**src/rtl/pipeline_hazard_ctrl.sv**
```systemverilog
`default_nettype none
// ============================================================================
// Module   : pipeline_hazard_ctrl
// Function : Hazard control for an in-order pipeline. It resolves load-use
//            stalls, branch/jalr mispredict flushes and multicycle mul/div
//            holds into PC and pipeline-register enables and flushes. It
//            also keeps saturating stall and flush event counters.
// Revision : 1.0 - initial release
// ============================================================================
module pipeline_hazard_ctrl #(
    parameter int CNT_W = 16
) (
    input  logic             clk,
    input  logic             rst,
    input  logic             PL_stall,
    input  logic             PL_flush,
    input  logic [31:0]      pc_rollback_ex_o,
    input  logic             md_req,
    input  logic             md_done,
    output logic             pc_en,
    output logic             pc_redirect,
    output logic [31:0]      pc_redirect_target,
    output logic             if_id_en,
    output logic             id_ex_en,
    output logic             ex_mem_en,
    output logic             if_id_flush,
    output logic             id_ex_flush,
    output logic [CNT_W-1:0] stall_cnt,
    output logic [CNT_W-1:0] flush_cnt,
    output logic [1:0]       state_o
);

    typedef enum logic [1:0] {
        ST_RUN     = 2'd0,
        ST_RECOVER = 2'd1,
        ST_MD_WAIT = 2'd2
    } state_t;

    state_t           r_state;
    state_t           w_next;
    logic [CNT_W-1:0] r_stall_cnt;
    logic [CNT_W-1:0] r_flush_cnt;

    logic w_pc_en;
    logic w_redirect;
    logic w_if_id_en;
    logic w_id_ex_en;
    logic w_ex_mem_en;
    logic w_if_id_flush;
    logic w_id_ex_flush;
    logic w_stall_evt;
    logic w_flush_evt;

    // Decode the current state and requests into control outputs, next state and counter events.
    always_comb begin
        w_next        = ST_RUN;
        w_pc_en       = 1'b1;
        w_redirect    = 1'b0;
        w_if_id_en    = 1'b1;
        w_id_ex_en    = 1'b1;
        w_ex_mem_en   = 1'b1;
        w_if_id_flush = 1'b0;
        w_id_ex_flush = 1'b0;
        w_stall_evt   = 1'b0;
        w_flush_evt   = 1'b0;
        case (r_state)
            ST_RUN: begin
                if (PL_flush) begin
                    // Mispredict wins: younger stall/md requests are squashed.
                    w_redirect    = 1'b1;
                    w_if_id_flush = 1'b1;
                    w_id_ex_flush = 1'b1;
                    w_flush_evt   = 1'b1;
                    w_next        = ST_RECOVER;
                end else if (PL_stall) begin
                    // Freeze fetch/decode and push a bubble into EX.
                    w_pc_en       = 1'b0;
                    w_if_id_en    = 1'b0;
                    w_id_ex_flush = 1'b1;
                    w_stall_evt   = 1'b1;
                end else if (md_req) begin
                    w_pc_en     = 1'b0;
                    w_if_id_en  = 1'b0;
                    w_id_ex_en  = 1'b0;
                    w_ex_mem_en = 1'b0;
                    w_stall_evt = 1'b1;
                    w_next      = ST_MD_WAIT;
                end
            end
            ST_RECOVER: begin
                // Redirected fetch is still in flight in the instruction memory.
                w_if_id_flush = 1'b1;
            end
            ST_MD_WAIT: begin
                w_pc_en     = 1'b0;
                w_if_id_en  = 1'b0;
                w_stall_evt = 1'b1;
                if (md_done) begin
                    // Let the mul/div result advance and bubble behind it.
                    w_id_ex_flush = 1'b1;
                end else begin
                    w_id_ex_en  = 1'b0;
                    w_ex_mem_en = 1'b0;
                    w_next      = ST_MD_WAIT;
                end
            end
            default: begin
                w_next = ST_RUN;
            end
        endcase
    end

    // State register; reset aborts any recover or md wait immediately.
    always_ff @(posedge clk or posedge rst) begin
        if (rst) begin
            r_state <= ST_RUN;
        end else begin
            r_state <= w_next;
        end
    end

    // Saturating stall and flush event counters.
    always_ff @(posedge clk or posedge rst) begin
        if (rst) begin
            r_stall_cnt <= '0;
            r_flush_cnt <= '0;
        end else begin
            if (w_stall_evt && (r_stall_cnt != {CNT_W{1'b1}})) begin
                r_stall_cnt <= r_stall_cnt + 1'b1;
            end
            if (w_flush_evt && (r_flush_cnt != {CNT_W{1'b1}})) begin
                r_flush_cnt <= r_flush_cnt + 1'b1;
            end
        end
    end

    // While reset is held the pipeline is frozen and filled with bubbles.
    assign pc_en              = w_pc_en & ~rst;
    assign pc_redirect        = w_redirect & ~rst;
    assign if_id_en           = w_if_id_en & ~rst;
    assign id_ex_en           = w_id_ex_en & ~rst;
    assign ex_mem_en          = w_ex_mem_en & ~rst;
    assign if_id_flush        = w_if_id_flush | rst;
    assign id_ex_flush        = w_id_ex_flush | rst;
    assign pc_redirect_target = pc_rollback_ex_o;
    assign stall_cnt          = r_stall_cnt;
    assign flush_cnt          = r_flush_cnt;
    assign state_o            = r_state;

endmodule
`default_nettype wire

```
**config.mk**
```make
export PLATFORM = sky130hd
export DESIGN_NAME = pipeline_hazard_ctrl
export DESIGN_NICKNAME = d
export VERILOG_FILES = /design/src/rtl/pipeline_hazard_ctrl.sv
export SDC_FILE = /design/constraint.sdc
export NUM_CORES = 1
export LEC_CHECK = 0
export ABC_AREA = 1
export ABC_CLOCK_PERIOD_IN_PS = 1950
export CAP_MARGIN = 20
export CORE_ASPECT_RATIO = 0.75
export CORE_UTILIZATION = 42
export CTS_CLUSTER_DIAMETER = 40
export DETAILED_ROUTE_END_ITERATION = 16
export PLACE_DENSITY = 0.79
export SLEW_MARGIN = 20
export SYNTH_ARGS = -nofsm -noshare
export SYNTH_HDL_FRONTEND = slang
export SYNTH_SLANG_ARGS = --single-unit
```
**constraint.sdc**
```tcl
create_clock -name clk -period 1.95 [get_ports clk]
set_clock_uncertainty 0.1 [all_clocks]
set_input_delay 0.39 -clock clk [delete_from_list [all_inputs] [get_ports clk]]
set_output_delay 0.39 -clock clk [all_outputs]
set_load 0.05 [all_outputs]
```
==> results.md <==
* Final Wtd Congestion at 0.838
* Skew-Pair Late Insertion Delay at 290 ps
* Share of cells above drive strength 1 at 26.5%
* Syn_nets at 391
* Worst reg2reg startpoint: flush_cnt[1]$_DFFE_PP0P_
* Total power at 2.68 mW
* Startpoint types: input pin
* Sequential area share after synthesis at 34.6%
* Worst-path clk slew at 70 ps
* DP Area at 2780 um2
* Total CTS buffers at 5
* Crit path kind: input pin to primary output
* Global-route wire length before repair at 9.10 mm
* Status: completed
* Filler Cell Count at 525
* CORE AREA at 5500 um2
* Root Driver: clkbuf_8
* Chain of cells forming the critical path: clkdlybuf4s50_1, clkinvlp_4, o21ai_1, buf_12
* Max frequency at 532 MHz
* Clock sinks at 34
* CTS max path bufs at 2
* Final instance area at 2910 um2
* Die W at 90.4 um
* Final period util at 96.4%
* Clock power frac at 20.7%
* Final Critical Period at 1880 ps
* Relative slew slack at 74.3%
* Comb pwr share at 42.3%
* Crit path DAT at 1390 ps
* Syn Inst Count at 351
* Antenna violations before repair at 0
* DR DRC count at 0
* Commonest non-fill, non-tap cells in the layout: nand2_1, buf_4, nor2_1, dfrtp_1, inv_1
* Count of final setup violators at 0
* R2R depth at 9
* Inserted Diodes at 0
* Chip Height at 68.3 um
* Worst R2R End: flush_cnt[6]$_DFFE_PP0P_
* Sequential power share at 37.0%
* Critical path buffers and inverters at 3
* Pin slew with the least headroom to its limit at 385 ps
* Slowest cell on crit path: clkdlybuf4s50_1
* Final count of hold timing violations at 0
* CTS tree: done
* Drt first pass iters at 4
* Final ANT Viol Nets at 0
* Max-slew violations at 0
* Synth-to-Final Area Change at 18.2%
* Wirelength, routed at 5.48 mm
* Largest delay contributor family on the critical path: buffers and inverters
* # IOs at 111
* Final nets at 416
* #FFs+latches synth at 34
* Drt initial violations at 88
* Worst hold path type: input pin to async pin
* Mean area per synthesized cell at 7.02 um2
* HPWL Detailed at 4.12 mm
* Most common cell after layout, fill and taps aside: nand2_1
* Global route overflow at 0
* Int Power at 1.47 mW
* Largest net degree at the start of global routing at 25
* Max-cap violation count at 0
* H-tree Lvls at 2
* Crit path max fanout at 4
* CP Depth at 4
* WL per Instance at 12.1 um
* Flop2flop setup slack at 270 ps
* Initial core utilization at 44.8%
* Library cells used by synthesis at 28
* Die area at 6180 um2
* Worst VDD drop at 0.000669 V
* GRT Util Overall at 18.8%
* Synth Cell Area at 2460 um2
* CP endpoint kind: primary output
* DR vias/cell at 4.95
* CP peak stage delay at 520 ps
* Cts hold-fix bufs at 0
* Crit path required time at 1460 ps
* Sw Ratio at 45.3%
* Crit path to: if_id_flush
* Ys Warns at 0
* Critical Path Start: rst
* Number of global-route vias before repair at 2059
* Row cnt at 23
* Pwr per Cell Area at 921 nW/um2
* Vias at 2239
* Leak at 1.43 nW
* I/O Buffers at 46
* P_sw at 1.21 mW
## how the worst min path moves through the flow
stage | start | endpoint | slack [ps] | cells after the start
floorplan | rst | flush_cnt[0]$_DFFE_PP0P_ | 240 | 1
global placement | stall_cnt[14]$_DFFE_PP0P_ | stall_cnt[14]$_DFFE_PP0P_ | 400 | 2
detailed placement | stall_cnt[14]$_DFFE_PP0P_ | stall_cnt[14]$_DFFE_PP0P_ | 420 | 2
CTS | rst | flush_cnt[1]$_DFFE_PP0P_ | 430 | 3
global route | rst | flush_cnt[1]$_DFFE_PP0P_ | 450 | 3
finish | rst | flush_cnt[1]$_DFFE_PP0P_ | 420 | 3
## worst min-delay path: stages
cell,delay [ps]
clkdlybuf4s50_1,460
clkinvlp_4,120
buf_4,190
## stage by stage
step	setup WS, ps	hold slack [ps]	utilization (%)	std cells	TNS, ps
after global routing	-5.51	448	52.9	452	-8.06
after CTS	3.11	427	52.6	452	0
after floorplan	-134	239	-	351	-359
after detailed placement	-188	420	50.5	444	-2830
after global placement	-149	404	50.5	444	-1960
final	69.4	423	52.9	452	0
## power groups by stage
stage	sequential (mW)	combinational, mW	clock (mW)
after floorplan	1.37	0.566	0
after global placement	0.993	1.11	0
after detailed placement	0.997	1.13	0
after CTS	0.989	1.14	0.565
after global routing	1.01	1.22	0.599
final	0.990	1.13	0.556
## sequential cells by signal (all words and copies together), names as in the netlist
register and cells:
state_o 2, stall_cnt 16, flush_cnt 16
## kinds of logic (layout without fill, tap and decap cells)
family / after synthesis / count (layout) / share of synthesized area (%)
AND/OR/NAND/NOR: 213 / 213 / 38.8
flip-flops: 34 / 34 / 34.6
AO/OA/AOI/OAI: 18 / 18 / 4.47
buffers and inverters: 74 / 100 / 17.6
XOR/XNOR: 10 / 10 / 3.56
adder cells (fa/ha/maj): 2 / 2 / 1.02
## synthesized netlist by cell type
cell type  count  area (um2)
nand2_1      123         462
nor2_1        37         139
buf_4         35         263
dfrtp_1       34         851
inv_1         31         116
nand3_1       21         105
nand4_1        9        56.3
o21ai_0        8        40.0
nand2_2        5        31.3
nor2_2         5        31.3
xnor2_1        5        43.8
xor2_1         5        43.8
inv_2          4        15.0
nor2_4         4        45.0
o21ai_2        4        35.0
buf_6          3        33.8
a21oi_1        2        10.0
ha_1           2        25.0
nand2_4        2        22.5
nand3_2        2        20.0
o21ai_1        2        10.0
or2_2          2        12.5
a21oi_2        1        8.76
inv_4          1        6.26
nand3_4        1        17.5
nand3b_1       1        7.51
nor3_1         1        5.00
o22ai_1        1        6.26
## what timing repair did
item                       4_1_cts  5_1_grt
pin swaps                        1        0
resized for setup                8        6
setup endpoints to repair        5       14
buffers inserted                 0        0
## layout make-up
type | count | area [um2] | area share (%)
Multi-Input combinational cell | 243 | 1240 | 42.5
Clock inverter | 2 | 12.5 | 0.430
Tap cell | 75 | 93.8 | 3.22
Clock buffer | 6 | 82.6 | 2.84
Sequential cell | 34 | 852 | 29.3
Inverter | 36 | 141 | 4.86
Timing Repair Buffer | 56 | 492 | 16.9
## routing by layer
layer  track usage, %  routed length [um]  part of all wire, %  vias to the layer above
met1             22.8                2560                   47                     1050
met3             4.78                 314                  5.7                        9
met5                0                   0                    0                        -
met2             33.0                2530                   46                       72
li1                 -                   -                    -                     1108
met4             6.65                  71                  1.3                        0
No activity file was read; power rests on OpenSTA's default activity.
